<file path="config.mk">
export PLATFORM = sky130hd
export DESIGN_NAME = int_ctrl
export DESIGN_NICKNAME = d
export VERILOG_FILES = /design/src/rtl/int_ctrl_pkg.sv /design/src/rtl/int_prio_enc.sv /design/src/rtl/int_ctrl.sv
export SDC_FILE = /design/constraint.sdc
export NUM_CORES = 1
export LEC_CHECK = 0
export BUFFER_PORTS_ARGS = -buffer_cell sky130_fd_sc_hd__buf_2
export CORE_MARGIN = 2
export CORE_UTILIZATION = 30
export DETAILED_ROUTE_END_ITERATION = 8
export HOLD_SLACK_MARGIN = 0.02
export SKIP_LAST_GASP = 1
export SLEW_MARGIN = 10
export SYNTH_ARGS = -nofsm -noshare
export SYNTH_HDL_FRONTEND = slang
export SYNTH_SLANG_ARGS = --single-unit
</file>
<file path="constraint.sdc">
create_clock -name clk -period 1.4 [get_ports clk]
set_input_delay 0.07 -clock clk [delete_from_list [all_inputs] [get_ports clk]]
set_output_delay 0.07 -clock clk [all_outputs]
set_load 0.05 [all_outputs]
</file>
<file path="src/rtl/int_ctrl_pkg.sv">
// Shared constants for the interrupt controller: source count, register
// offsets within the device window and the VECTOR valid bit position.
package int_ctrl_pkg;

    localparam int unsigned NSRC_DEF      = 6;

    localparam logic [1:0]  INT_PEND      = 2'd0;
    localparam logic [1:0]  INT_MASK      = 2'd1;
    localparam logic [1:0]  INT_MODE      = 2'd2;
    localparam logic [1:0]  INT_VEC       = 2'd3;

    // Device 3 behind the system bridge; the bridge decodes this window.
    localparam logic [31:0] INT_BASE      = 32'h0000_7f18;

    localparam int unsigned VEC_VALID_BIT = 31;

endpackage

</file>
<file path="src/rtl/int_prio_enc.sv">
// Lowest-index-first priority encoder with valid flag; index 0 wins.
module int_prio_enc #(
    parameter int unsigned NSRC = 6
) (
    input  logic [NSRC-1:0] req,
    output logic [2:0]      idx,
    output logic            valid
);

    // Scan upward and keep the first set bit; idx stays 0 when nothing is set.
    always_comb begin
        idx   = '0;
        valid = 1'b0;
        for (int unsigned i = 0; i < NSRC; i++) begin
            if (req[i] && !valid) begin
                idx   = i[2:0];
                valid = 1'b1;
            end
        end
    end

endmodule

</file>
<file path="src/rtl/int_ctrl.sv">
// Interrupt controller: pending/mask/mode registers per source, edge or
// level capture, W1C clearing, and a priority vector for the handler.
module int_ctrl
    import int_ctrl_pkg::*;
#(
    parameter int unsigned NSRC = NSRC_DEF
) (
    input  logic            clk,
    input  logic            reset,
    input  logic [1:0]      addr,
    input  logic            we,
    input  logic [31:0]     wd,
    output logic [31:0]     rd,
    input  logic [NSRC-1:0] src_irq,
    output logic [NSRC-1:0] hwint,
    output logic            irq
);

    if (NSRC > 8 || NSRC < 1) begin : g_nsrc_check
        $error("int_ctrl: NSRC must be in 1..8 (3-bit vector index)");
    end

    logic [NSRC-1:0] pend;
    logic [NSRC-1:0] mask;
    logic [NSRC-1:0] mode;
    logic [NSRC-1:0] src_q;

    logic [NSRC-1:0] set;
    logic [NSRC-1:0] clr;
    logic [NSRC-1:0] mode_chg;
    logic [NSRC-1:0] pend_next;
    logic            pend_wr;
    logic            mask_wr;
    logic            mode_wr;
    logic [2:0]      vec_idx;
    logic            vec_valid;
    logic            unused_wd;

    assign unused_wd = ^wd[31:NSRC];

    assign pend_wr  = we && (addr == INT_PEND);
    assign mask_wr  = we && (addr == INT_MASK);
    assign mode_wr  = we && (addr == INT_MODE);

    assign set      = mode & src_irq & ~src_q;
    assign clr      = pend_wr ? wd[NSRC-1:0] : '0;
    assign mode_chg = mode_wr ? (wd[NSRC-1:0] ^ mode) : '0;

    // Edge bits: set beats a same-cycle W1C. Level bits: track the line.
    // A mode change on a bit overrides both and clears it for this cycle.
    assign pend_next = ((set | (mode & pend & ~clr)) | (~mode & src_irq)) & ~mode_chg;

    // State registers; reset clears everything asynchronously.
    always_ff @(posedge clk or posedge reset) begin
        if (reset) begin
            pend  <= '0;
            mask  <= '0;
            mode  <= '0;
            src_q <= '0;
        end else begin
            src_q <= src_irq;
            pend  <= pend_next;
            if (mask_wr) mask <= wd[NSRC-1:0];
            if (mode_wr) mode <= wd[NSRC-1:0];
        end
    end

    assign hwint = pend & mask;
    assign irq   = |hwint;

    int_prio_enc #(.NSRC(NSRC)) u_prio (
        .req   (hwint),
        .idx   (vec_idx),
        .valid (vec_valid)
    );

    // Register read mux, zero-extended to the bus width.
    always_comb begin
        rd = '0;
        case (addr)
            INT_PEND: rd[NSRC-1:0] = pend;
            INT_MASK: rd[NSRC-1:0] = mask;
            INT_MODE: rd[NSRC-1:0] = mode;
            default: begin
                rd[VEC_VALID_BIT] = vec_valid;
                rd[2:0]           = vec_idx;
            end
        endcase
    end

endmodule
</file>
# Word-level counts from Yosys, hierarchy flattened
# Index checks and enable logic that the tools add are counted.
# classes
n_mux	16
n_reduce_logical	16
bitwise	14
n_eq_ne	2
# op_table
operator	count
6-bit AND	7
6-bit NOT	4
3-bit one-hot mux with 3 select lines	2
6-bit two-way mux	2
6-bit bitwise OR	2
1-bit logical AND	8
1-bit two-way mux	8
3-bit two-way mux	2
6-bit OR reduction	1
6-bit XOR	1
1-bit logical NOT	5
2-bit two-way mux	2
3-bit OR reduction	1
2-bit by 1-bit equality test with 1-bit output, second input constant	1
2-bit equality test, second input constant	1
2-bit logical NOT	1
# word_totals
register_bits	24
in_bits	43
out_inout_bits	39
word_cells	52

# Logic depth before layout (Yosys ltp)
# Gate-level depths: netlist of run 1.
# logic_depth
word_depth	18
ltp_mapped	5
ltp_nobuf	4

# Hierarchy
# A second synthesis of run 1 with hierarchy kept.
# unflattened
cells_unflattened	143
hier_area_um2	1503.9
# by_module_without_submodules
module	instances	seq_area_each_um2	area_each_um2	cells_each
int_ctrl	1	600.6	1446.4	133
int_prio_enc	1	0.0	57.6	10

# Worst setup path after synthesis of run 1
# No wires, ideal clock.
# synth_path
path_type	register to output
start	register pend[4]
end	output port rd[31]
path_slack_ns	-0.397
arrival_ns	1.727
path_buffers	0
stages_incl_launch_ff	4
required_ns	1.330
cell_sequence	dfrtp_1 > and2_1 > nor2_2 > a21oi_1
# synth_via
elab_chain_cells	7
# synth_lines
element	line	rtl
from (decl)	int_ctrl.sv:23	logic [NSRC-1:0] pend;
from (signal assigned)	int_ctrl.sv:62	pend <= pend_next;
6-bit AND (*)	int_ctrl.sv:68	assign hwint = pend & mask;
named net hwint[4]	int_ctrl.sv:15	output logic [NSRC-1:0] hwint,
1-bit logical AND (*)	int_prio_enc.sv:15	if (req[i] && !valid) begin
1-bit two-way mux (*)	int_prio_enc.sv:15	
1-bit logical NOT	int_prio_enc.sv:15	
1-bit logical AND	int_prio_enc.sv:15	
1-bit two-way mux (*)	int_prio_enc.sv:15	
1-bit two-way mux (*)	int_ctrl.sv:80	case (addr)
to (decl)	int_ctrl.sv:13	output logic [31:0] rd,
# Mark *: on every way through the listed nets, which the timed path passes. The rest lies on a longest branch.

# Worst setup path after layout of run 1
# layout_path
start	register pend[3]
end	output port rd[1]
# layout_via
elab_chain_cells	10
word_cells_on_any_way	12
classes_between	6 x mux; 1 x bitwise; 5 x reduce/logical
# layout_lines
element	line
6-bit AND (*)	int_ctrl.sv:68
1-bit logical AND (*)	int_prio_enc.sv:15
1-bit two-way mux	int_prio_enc.sv:15
1-bit logical NOT	int_prio_enc.sv:15
1-bit logical AND	int_prio_enc.sv:15
1-bit two-way mux	int_prio_enc.sv:15
1-bit logical NOT	int_prio_enc.sv:15
1-bit logical AND	int_prio_enc.sv:15
3-bit two-way mux (*)	int_prio_enc.sv:15
3-bit one-hot mux with 3 select lines (*)	int_ctrl.sv:80
# Mark *: on every way between the ends. The rest lies on a longest branch, timed or not.

==> run_results.csv, run 1 <==
group,metric,value,unit
flow_run,cap_violations,0,
clock_network,clk-insertion-delay-late,0.26,ns
yosys,synthesis.yosys.warnings,0,
cells_and_area,layout-drive-gt1-share,36.9,%
drt,detail_route.vias_per_cell,4.30,
grt,number_of_global_route_vias_before_repair,1108,
yosys,largest_cells_by_area_after_synthesis,"dfrtp_1 (41%), buf_4 (13%), nand2_1 (8.6%), mux2_2 (4.6%), mux4_2 (3.0%)",
yosys,post_synthesis_cell_count,157,
drt,dr_pass1_iterations,4,
critical_path,critical_path_peak_fanout,3,
power_and_ir_drop,power_switching_share,41.2,%
drt,postRouteWirelength,3390,um
yosys,ys_seq_area_share,40.6,%
yosys,number_of_distinct_library_cells_after_synthesis,32,
power_and_ir_drop,intPower,0.00148,W
sta,fin_crit_sh,129,%
power_and_ir_drop,power.static_leakage,0.978,nW
cells_and_area,regArea,601,um^2
die,standard_cell_row_count,25,
sta,rsz0062_at_grt,"true",
sta,fin_worst_hold_slack,0.0480,ns
sta,clock.fmax,0.555,GHz
placement,detailed_place_hpwl,2500,um
power_and_ir_drop,power-per-cell-area,1280,nW/um^2
grt,grtUsageTotal,13.1,%
placement,globalplace.congestion,0.864,
power_and_ir_drop,p_switching,0.00104,W
cells_and_area,area_growth,33.1,%
critical_path,worst_setup_path_start_kind,"flop",
sta,post-route-worst-setup-slack,-0.402,ns
critical_path,critPathCaptureType,"output pin",
power_and_ir_drop,max-vdd-ir-drop,0.471,mV
placement,port_buffers,30,
cells_and_area,nets_finish,262,
clock_network,worst_setup_hold_path_clk_slew,0.08,ns
critical_path,timing_worst_setup_path_type,"reg -> out",
die,initial_utilization,31.3,%
die,fp.dieW,74.2,um
cells_and_area,number_of_antenna_cells_inserted,0,
die,boundaryPins,82,
sta,setup_viol,5,
clock_network,cts_sinks,24,
clock_network,number_of_buffers_added_by_the_clock_tree_synthesis_step,3,
sta,post-route-min-period,1.80,ns
clock_network,cts_tree,"built",
yosys,synth_commonest_cells,"nand2_1 (34), buf_4 (26), dfrtp_1 (24)",
yosys,yosys.area.top_type_share,40.6,%
hold_path,min_path_type,"in -> reg",
sta,final.setup_skew,0.00116,ns
yosys,post_synthesis_sequential_element_count,24,
drt,post_route_antenna_net_violation_count,0,
outcome,failed_checks,"setup timing",
sta,drv_slew,0,
power_and_ir_drop,power.sequential.fraction,34.5,%
critical_path,cp_data_required_time,1.33,ns
grt,antenna_violations_before_repair,0,
drt,drt_drc_violations_left,0,
power_and_ir_drop,clock_power_share,16.0,%
drt,drt_iter0_drc,48,
power_and_ir_drop,share_comb_of_total_power,49.5,%
cells_and_area,multi_input_comb_area,782,um^2
die,die_h,74.2,um
drt,wl_per_cell,11.9,um
critical_path,critical_path_arrival,1.73,ns
outcome,outcome,"finished, violations left",
grt,grt.overflow.total,0,
drt,num_vias,1220,
yosys,synthesis.area,1480,um^2
clock_network,clock_tree.htree_level_count,1,
clock_network,clock_tree.buffer_depth,2,
clock_network,clockRootBuffer,"clkbuf_8",
die,area_of_the_die,5510,um^2
grt,grt_max_degree,25,
yosys,syn-mean-instance-area,9.42,um^2
cells_and_area,filler_cells,480,
die,floorplan_core_area,4720,um^2
grt,grt_pass1_wl,5370,um
yosys,synth.most_common_cell,"nand2_1",
yosys,ys_dominant_reg_cell,"dfrtp_1",
yosys,synthArstFlopShare,100,%
yosys,synth_enable_flop_cells,0,
sta,setup_total_negative_slack,-1.60,ns
yosys,synth_top_area_cell,"dfrtp_1",
sta,final_hold_viol_count,0,
==> cells by family after synthesis <==
kind of cell | share of synthesized area [%]
buffers and inverters | 14.9
other | 0.254
AND/OR/NAND/NOR | 22.5
flip-flops | 40.6
multiplexers | 10.3
AO/OA/AOI/OAI | 11.4
==> state kept, by name, indices dropped and copies added, names as in the netlist <==
name,count
mask,6
mode,6
pend,6
src_q,6
==> per-layer routing <==
metal  global-route usage (%)  routed length [um]  vias to the layer above
met3                     3.25                 276                        5
met4                     7.14                  65                        0
met1                     18.3                1530                      552
li1                         -                   -                      614
met2                     18.6                1510                       49
met5                        0                   0                        -
==> cell usage in the layout (no fill, tap or decap), types with 6 or more instances in the layout <==
cell / instances
nand3b_1: 6
dlygate4sd3_1: 7
mux2_2: 6
buf_4: 24
dfrtp_1: 24
buf_2: 24
conb_1: 25
nor2_1: 6
nand2_1: 33
==> what timing repair did <==
item	in CTS	in global routing
gates resized for setup	11	6
hold buffers	7	0
setup endpoints to repair	5	6
setup buffers	0	1
endpoints found under the hold margin	30	0
==> path summary, 6_finish.rpt <==
path                                startpoint             endpoint  slack (ns)  cells past startpoint
setup / recovery             pend[3]$_DFF_PP0_                rd[1]       -0.40                      4
hold / removal                           wd[4]  mode[4]$_DFFE_PP0P_        0.05                      3
setup reg to reg           mode[4]$_DFFE_PP0P_    pend[4]$_DFF_PP0_        0.36                      3
hold reg to reg            mask[1]$_DFFE_PP0P_  mask[1]$_DFFE_PP0P_        0.53                      1
max in group asynchronous                reset    pend[5]$_DFF_PP0_        0.77                      4
min in group asynchronous                reset  mode[4]$_DFFE_PP0P_        0.39                      4
==> area by class of cell <==
type | instances | share of cell area, %
multi-input cells | 125 | 39.7
flip-flops and latches | 24 | 30.5
repair buffers | 62 | 22.8
well taps | 67 | 4.26
clock buffers | 3 | 2.10
inverters | 3 | 0.572
==> critical path: stages (launching register included) <==
cell,delay (ns)
dfrtp_1,0.41
a22o_4,0.27
nor3b_1,0.13
mux4_2,0.48
buf_6,0.17
==> power groups by stage <==
| stage | registers, W | clock network [W] | logic [W] |
|---|---|---|---|
| 6_report | 0.000872 | 0.000404 | 0.00125 |
| 2_1_floorplan | 0.000878 | 0 | 0.000841 |
| 5_1_grt | 0.000885 | 0.000456 | 0.00133 |
| 3_5_place_dp | 0.000888 | 0 | 0.00113 |
| 3_3_place_gp | 0.000885 | 0 | 0.00112 |
| 4_1_cts | 0.000874 | 0.000427 | 0.00120 |
==> stage by stage <==
stage	worst slack, ns	std cells	utilization, %	total power (W)	cell area (um^2)
2_1_floorplan	-0.0931	181	-	0.00172	1590
3_3_place_gp	-0.150	273	37.9	0.00200	1790
3_5_place_dp	-0.207	273	37.9	0.00202	1790
4_1_cts	-0.419	283	41.0	0.00250	1930
5_1_grt	-0.481	284	41.7	0.00268	1970
6_report	-0.402	284	41.7	0.00253	1970
(Power assumes the default switching activity.)
==> inputs of run 2 (changes only) <==
--- a/config.mk
+++ b/config.mk
@@ -10,6 +10,7 @@
 export CORE_UTILIZATION = 30
 export DETAILED_ROUTE_END_ITERATION = 8
 export HOLD_SLACK_MARGIN = 0.02
+export PLACE_DENSITY = 0.69
 export SKIP_LAST_GASP = 1
 export SLEW_MARGIN = 10
 export SYNTH_ARGS = -nofsm -noshare
==> run 2 against run 1 <==
- the run still ends with setup timing left
- cell count is 0.70% higher
- sequential share of layout area decreased by 0.70 points
- worst hold slack got worse by 0.00051 ns
- critical path type unchanged
- critical endpoint unchanged
- largest cell class unchanged
==> run_results.csv, run 2 (synthesized netlist as in run 1, its figures left out) <==
group,metric,value,unit
grt,grt.overflow.total,0,
critical_path,critical_path_peak_fanout,2,
drt,drt_drc_violations_left,0,
critical_path,cp_data_required_time,1.33,ns
grt,globalRoute.busiestLayer,"met2",
drt,num_vias,1246,
clock_network,clockRootBuffer,"clkbuf_8",
die,initial_utilization,31.3,%
power_and_ir_drop,power.static_leakage,0.999,nW
placement,globalplace.congestion,0.793,
grt,grtUsageTotal,13.2,%
sta,final.setup_skew,0.00341,ns
cells_and_area,layout-drive-gt1-share,37.4,%
grt,antenna_violations_before_repair,0,
clock_network,clock_tree.buffer_depth,2,
cells_and_area,non_filler_instances,286,
grt,number_of_global_route_vias_before_repair,1157,
cells_and_area,nets_finish,263,
sta,post-route-worst-setup-slack,-0.423,ns
sta,clock.fmax,0.548,GHz
grt,grt_pass1_wl,5510,um
die,boundaryPins,82,
critical_path,timing_worst_setup_path_type,"reg -> out",
placement,placed_cells_incl_taps,272,
cells_and_area,area_growth,36.2,%
placement,detailed_place_hpwl,2510,um
clock_network,clock_tree.htree_level_count,1,
grt,grt_use_met1,17.2,%
die,fp.dieW,74.2,um
drt,drt_iter0_drc,36,
critical_path,crit-reg2reg-launch,"mode[4]$_DFFE_PP0P_",
clock_network,worst_setup_hold_path_clk_slew,0.08,ns
critical_path,r2r_end,"pend[4]$_DFF_PP0_",
drt,detail_route.vias_per_cell,4.36,
cells_and_area,final_common_cell,"nand2_1",
clock_network,cts_sinks,24,
placement,port_buffers,30,
drt,postRouteWirelength,3500,um
die,standard_cell_row_count,25,
power_and_ir_drop,p_switching,0.00107,W
flow_run,cap_violations,0,
cells_and_area,finish.utilization,42.6,%
power_and_ir_drop,power-per-cell-area,1320,nW/um^2
outcome,outcome,"finished, violations left",
outcome,failed_checks,"setup timing",
grt,global_route.usage.met2,23.0,%
critical_path,setup.reg_to_reg.worst_slack,0.35,ns
hold_path,holdPathStages,3,
clock_network,cts_tree,"built",
power_and_ir_drop,clock_power_share,17.6,%
power_and_ir_drop,max-vdd-ir-drop,0.457,mV
clock_network,clk-insertion-delay-late,0.27,ns
clock_network,number_of_buffers_added_by_the_clock_tree_synthesis_step,3,
cells_and_area,number_of_antenna_cells_inserted,0,
drt,post_route_antenna_net_violation_count,0,
hold_path,min_path_type,"in -> reg",
sta,fin_crit_sh,130,%
power_and_ir_drop,power_switching_share,40.3,%
power_and_ir_drop,intPower,0.00159,W
die,area_of_the_die,5510,um^2
critical_path,number_of_cell_instances_on_the_worst_register_to_register_path,3,
power_and_ir_drop,power.sequential.fraction,32.9,%
hold_path,hold_path_end,"mode[4]$_DFFE_PP0P_",
drt,wl_per_cell,12.2,um
die,floorplan_core_area,4720,um^2
critical_path,critical_path_arrival,1.75,ns
sta,final_hold_viol_count,0,
sta,drv_slew,0,
power_and_ir_drop,share_comb_of_total_power,49.5,%
drt,dr_pass1_iterations,4,
cells_and_area,mostFrequentLayoutCells,"nand2_1 (33), conb_1 (25), buf_2 (24), dfrtp_1 (24), buf_4 (21)",
sta,post-route-min-period,1.82,ns
grt,global_route.usage.met3,0.813,%
grt,grt_max_degree,25,
critical_path,critPathCaptureType,"output pin",
critical_path,worst_setup_path_start_kind,"flop",
sta,setup_viol,5,
sta,setup_total_negative_slack,-1.54,ns
sta,rsz0062_at_grt,"true",
hold_path,hold_start,"wd[4]",
die,die_h,74.2,um
==> run 2: cell types whose count changed in the layout (fill, tap and decap cells not counted), sizes merged <==
cell	change
buf	+2
==> run 2: stage by stage <==
step                power (W)  hold WS [ns]  worst slack [ns]  area (um^2)
detailed placement    0.00203         0.145            -0.183         1780
floorplan             0.00172        0.0846           -0.0931         1590
global placement      0.00201         0.126            -0.157         1780
global route          0.00279        0.0786            -0.479         2010
CTS                   0.00265        0.0395            -0.452         1990
finish                0.00267        0.0475            -0.423         2010
==> run 2: final cells by class <==
| class | count | area [um^2] |
|---|---|---|
| fill | 463 | 2710 |
| multi-input combinational | 125 | 785 |
| sequential | 24 | 601 |
| timing repair buffer | 63 | 479 |
| tap | 67 | 83.8 |
| clock buffer | 4 | 55.1 |
| inverter | 3 | 11.3 |
==> run 2: critical path: stages, from the launching register on <==
cell and delay (ns):
dfrtp_1 0.41, a22o_4 0.27, nor3b_2 0.15, mux4_2 0.49
buf_8 0.17
==> run 2: worst max path at each step <==
stage                                 start  slack, ns  endpoint  cells after the start
after floorplan           pend[0]$_DFF_PP0_      -0.09     rd[2]                      4
after global routing      pend[3]$_DFF_PP0_      -0.48     rd[0]                      5
after CTS                 pend[3]$_DFF_PP0_      -0.45     rd[0]                      5
final                     pend[3]$_DFF_PP0_      -0.42     rd[1]                      4
after global placement    pend[3]$_DFF_PP0_      -0.16     rd[0]                      5
after detailed placement  pend[3]$_DFF_PP0_      -0.18     rd[0]                      5
==> run 2: what timing repair did <==
action                     CTS  global route
pin swaps                    1             2
setup endpoints to repair    5             6
setup buffers                5             2
resized for setup           17             7
hold endpoints to repair    30             0
hold buffers                 7             0
==> run 2: metal layers <==
| layer | vias to the layer above | routed length (um) |
|---|---|---|
| li1 | 615 | - |
| met1 | 591 | 1530 |
| met2 | 36 | 1770 |
| met3 | 4 | 143 |
| met4 | 0 | 52 |
| met5 | - | 0 |
==> run 2: power groups by stage <==
stage	clock network [W]	registers (W)	logic, W
floorplan	0	0.000878	0.000841
global placement	0	0.000882	0.00113
detailed placement	0	0.000891	0.00114
CTS	0.000481	0.000875	0.00130
global route	0.000502	0.000890	0.00140
finish	0.000470	0.000878	0.00132
==> inputs of run 3 (changes only) <==
--- a/config.mk
+++ b/config.mk
@@ -6,11 +6,12 @@
 export NUM_CORES = 1
 export LEC_CHECK = 0
 export BUFFER_PORTS_ARGS = -buffer_cell sky130_fd_sc_hd__buf_2
+export CORE_ASPECT_RATIO = 0.6
 export CORE_MARGIN = 2
 export CORE_UTILIZATION = 30
 export DETAILED_ROUTE_END_ITERATION = 8
 export HOLD_SLACK_MARGIN = 0.02
-export PLACE_DENSITY = 0.69
+export PLACE_DENSITY = 0.71
 export SKIP_LAST_GASP = 1
 export SLEW_MARGIN = 10
 export SYNTH_ARGS = -nofsm -noshare
==> constraint.sdc (replaced) <==
create_clock -name clk -period 1.6 [get_ports clk]
set_input_delay 0.08 -clock clk [delete_from_list [all_inputs] [get_ports clk]]
set_output_delay 0.08 -clock clk [all_outputs]
set_load 0.05 [all_outputs]
==> run 3 against run 2 <==
- the run still ends with setup timing left
- sequential cell count unchanged
- highest routed layer unchanged
- wire length increased by 0.20%
- clock power decreased by 24%
- register-to-register slack improved by 0.18 ns
- critical path depth increased by 1
- setup slack improved by 0.21 ns
- total power decreased by 21%
- sequential power decreased by 12%
- worst hold slack improved by 0.018 ns
==> run_results.csv, run 3 (synthesized netlist as in run 1, its figures left out) <==
group,metric,value,unit
outcome,outcome,"finished, violations left",
clock_network,worst_setup_hold_path_clk_slew,0.08,ns
sta,rsz0062_at_grt,"true",
critical_path,timing_worst_setup_path_type,"reg -> out",
die,standard_cell_row_count,19,
critical_path,critPathCaptureType,"output pin",
drt,topRoutingLayerUsed,"met4",
grt,antenna_violations_before_repair,0,
drt,wl_per_cell,13.2,um
die,boundaryPins,82,
drt,dr_pass1_iterations,4,
sta,clock.fmax,0.552,GHz
grt,grt_pass1_wl,5430,um
critical_path,critical_path_peak_fanout,3,
power_and_ir_drop,power.sequential.fraction,36.6,%
clock_network,clockRootBuffer,"clkbuf_8",
power_and_ir_drop,p_switching,0.000896,W
cells_and_area,number_of_antenna_cells_inserted,0,
clock_network,number_of_buffers_added_by_the_clock_tree_synthesis_step,3,
cells_and_area,finish.utilization,39.2,%
clock_network,clk-insertion-delay-late,0.27,ns
sta,post-route-worst-setup-slack,-0.213,ns
drt,met1Wirelength,1660,um
sta,setup_viol,3,
cells_and_area,layout-drive-gt1-share,32.7,%
drt,post_route_antenna_net_violation_count,0,
power_and_ir_drop,power-per-cell-area,1150,nW/um^2
drt,postRouteWirelength,3500,um
critical_path,cp_data_required_time,1.52,ns
sta,post-route-min-period,1.81,ns
placement,detailed_place_hpwl,2560,um
critical_path,critical_path_arrival,1.73,ns
cells_and_area,final_common_cell,"nand2_1",
hold_path,min_path_type,"in -> reg",
grt,grt.overflow.total,0,
drt,detail_route.vias_per_cell,4.56,
clock_network,clock_tree.htree_level_count,1,
outcome,failed_checks,"setup timing",
die,die_h,58.4,um
cells_and_area,area_growth,23.5,%
die,floorplan_core_area,4660,um^2
power_and_ir_drop,power.static_leakage,0.894,nW
power_and_ir_drop,intPower,0.00121,W
clock_network,clock_tree.buffer_depth,2,
grt,grtUsageTotal,13.0,%
grt,number_of_global_route_vias_before_repair,1080,
flow_run,cap_violations,0,
die,fp.dieW,94.6,um
die,initial_utilization,31.7,%
clock_network,cts_tree,"built",
critical_path,worst_setup_path_start_kind,"flop",
sta,final_hold_viol_count,0,
sta,drv_slew,0,
cells_and_area,nets_finish,247,
placement,globalplace.congestion,0.772,
drt,drt_iter0_drc,93,
cells_and_area,mostFrequentLayoutCells,"nand2_1 (33), conb_1 (25), buf_2 (25)",
sta,final.setup_skew,0.00366,ns
clock_network,cts_sinks,24,
sta,fin_crit_sh,113,%
drt,drt_drc_violations_left,0,
grt,grt_max_degree,25,
cells_and_area,filler_cells,507,
die,area_of_the_die,5530,um^2
power_and_ir_drop,share_comb_of_total_power,46.5,%
power_and_ir_drop,max-vdd-ir-drop,0.432,mV
sta,fin_worst_hold_slack,0.0659,ns
power_and_ir_drop,clock_power_share,17.0,%
drt,num_vias,1209,
placement,port_buffers,30,
drt,dr_wl_met2,1630,um
drt,routed-wl-met3,193,um
power_and_ir_drop,power_switching_share,42.5,%
[run 3: cell count changes in the layout (fill, tap and decap cells not counted), moves of 2 or more]
cell     before  now
a21oi_2       0    2
buf_4        21   11
buf_6         9    4
buf_8         2    0
o21ai_0       5    7
o21ai_1       3    1
[run 3: repair_timing]
item                                    4_1_cts  5_1_grt
buffers inserted                              1        0
hold buffers                                  7        0
hold endpoints to repair                     30        0
pin swaps                                     3        0
gates resized for setup                       9        7
endpoints found under the setup margin        5        5
[run 3: final timing paths]
kind	start	to	slack, ns	depth (start not counted)
min reg2reg	mask[1]$_DFFE_PP0P_	mask[1]$_DFFE_PP0P_	0.54	1
max reg2reg	mode[4]$_DFFE_PP0P_	pend[4]$_DFF_PP0_	0.53	3
min	wd[4]	mode[4]$_DFFE_PP0P_	0.07	3
max	mask[5]$_DFFE_PP0P_	rd[2]	-0.21	5
max in group asynchronous	reset	src_q[2]$_DFF_PP0_	0.94	4
min in group asynchronous	reset	src_q[4]$_DFF_PP0_	0.41	4
[run 3: critical path, stage by stage (launching register included)]
cell	delay, ns
dfrtp_1	0.39
and2_2	0.23
nor2_2	0.14
nor2b_2	0.06
mux4_2	0.48
buf_6	0.17
[run 3: area by class of cell]
| type | count | area [um^2] | share of cell area (%) |
|---|---|---|---|
| timing repair buffer | 47 | 323 | 17.7 |
| multi-input combinational | 125 | 772 | 42.3 |
| sequential | 24 | 601 | 32.9 |
| tap | 63 | 78.8 | 4.32 |
| inverter | 3 | 11.3 | 0.616 |
| clock buffer | 3 | 41.3 | 2.26 |
[run 3: per-stage QoR]
step / cells / setup WS, ns / power [W] / area, um^2 / TNS [ns]
after global routing: 265 / -0.269 / 0.00222 / 1830 / -0.869
final: 265 / -0.213 / 0.00211 / 1830 / -0.571
after global placement: 254 / -0.00689 / 0.00166 / 1660 / -0.00689
after detailed placement: 254 / 0.0115 / 0.00168 / 1660 / 0
after floorplan: 181 / 0.0192 / 0.00149 / 1580 / 0
after CTS: 265 / -0.209 / 0.00210 / 1810 / -0.579
[run 3: metal layers]
metal	vias up	global-route usage (%)
li1	585	-
met1	586	18.7
met2	36	20.0
met3	2	3.33
met4	0	2.48
met5	-	0
[run 3: power groups by stage]
stage,clock [W],sequential (W),combinational [W]
after floorplan,0,0.000767,0.000722
after global placement,0,0.000778,0.000883
after detailed placement,0,0.000782,0.000897
after CTS,0.000374,0.000770,0.000961
after global routing,0.000395,0.000782,0.00104
final,0.000358,0.000771,0.000979
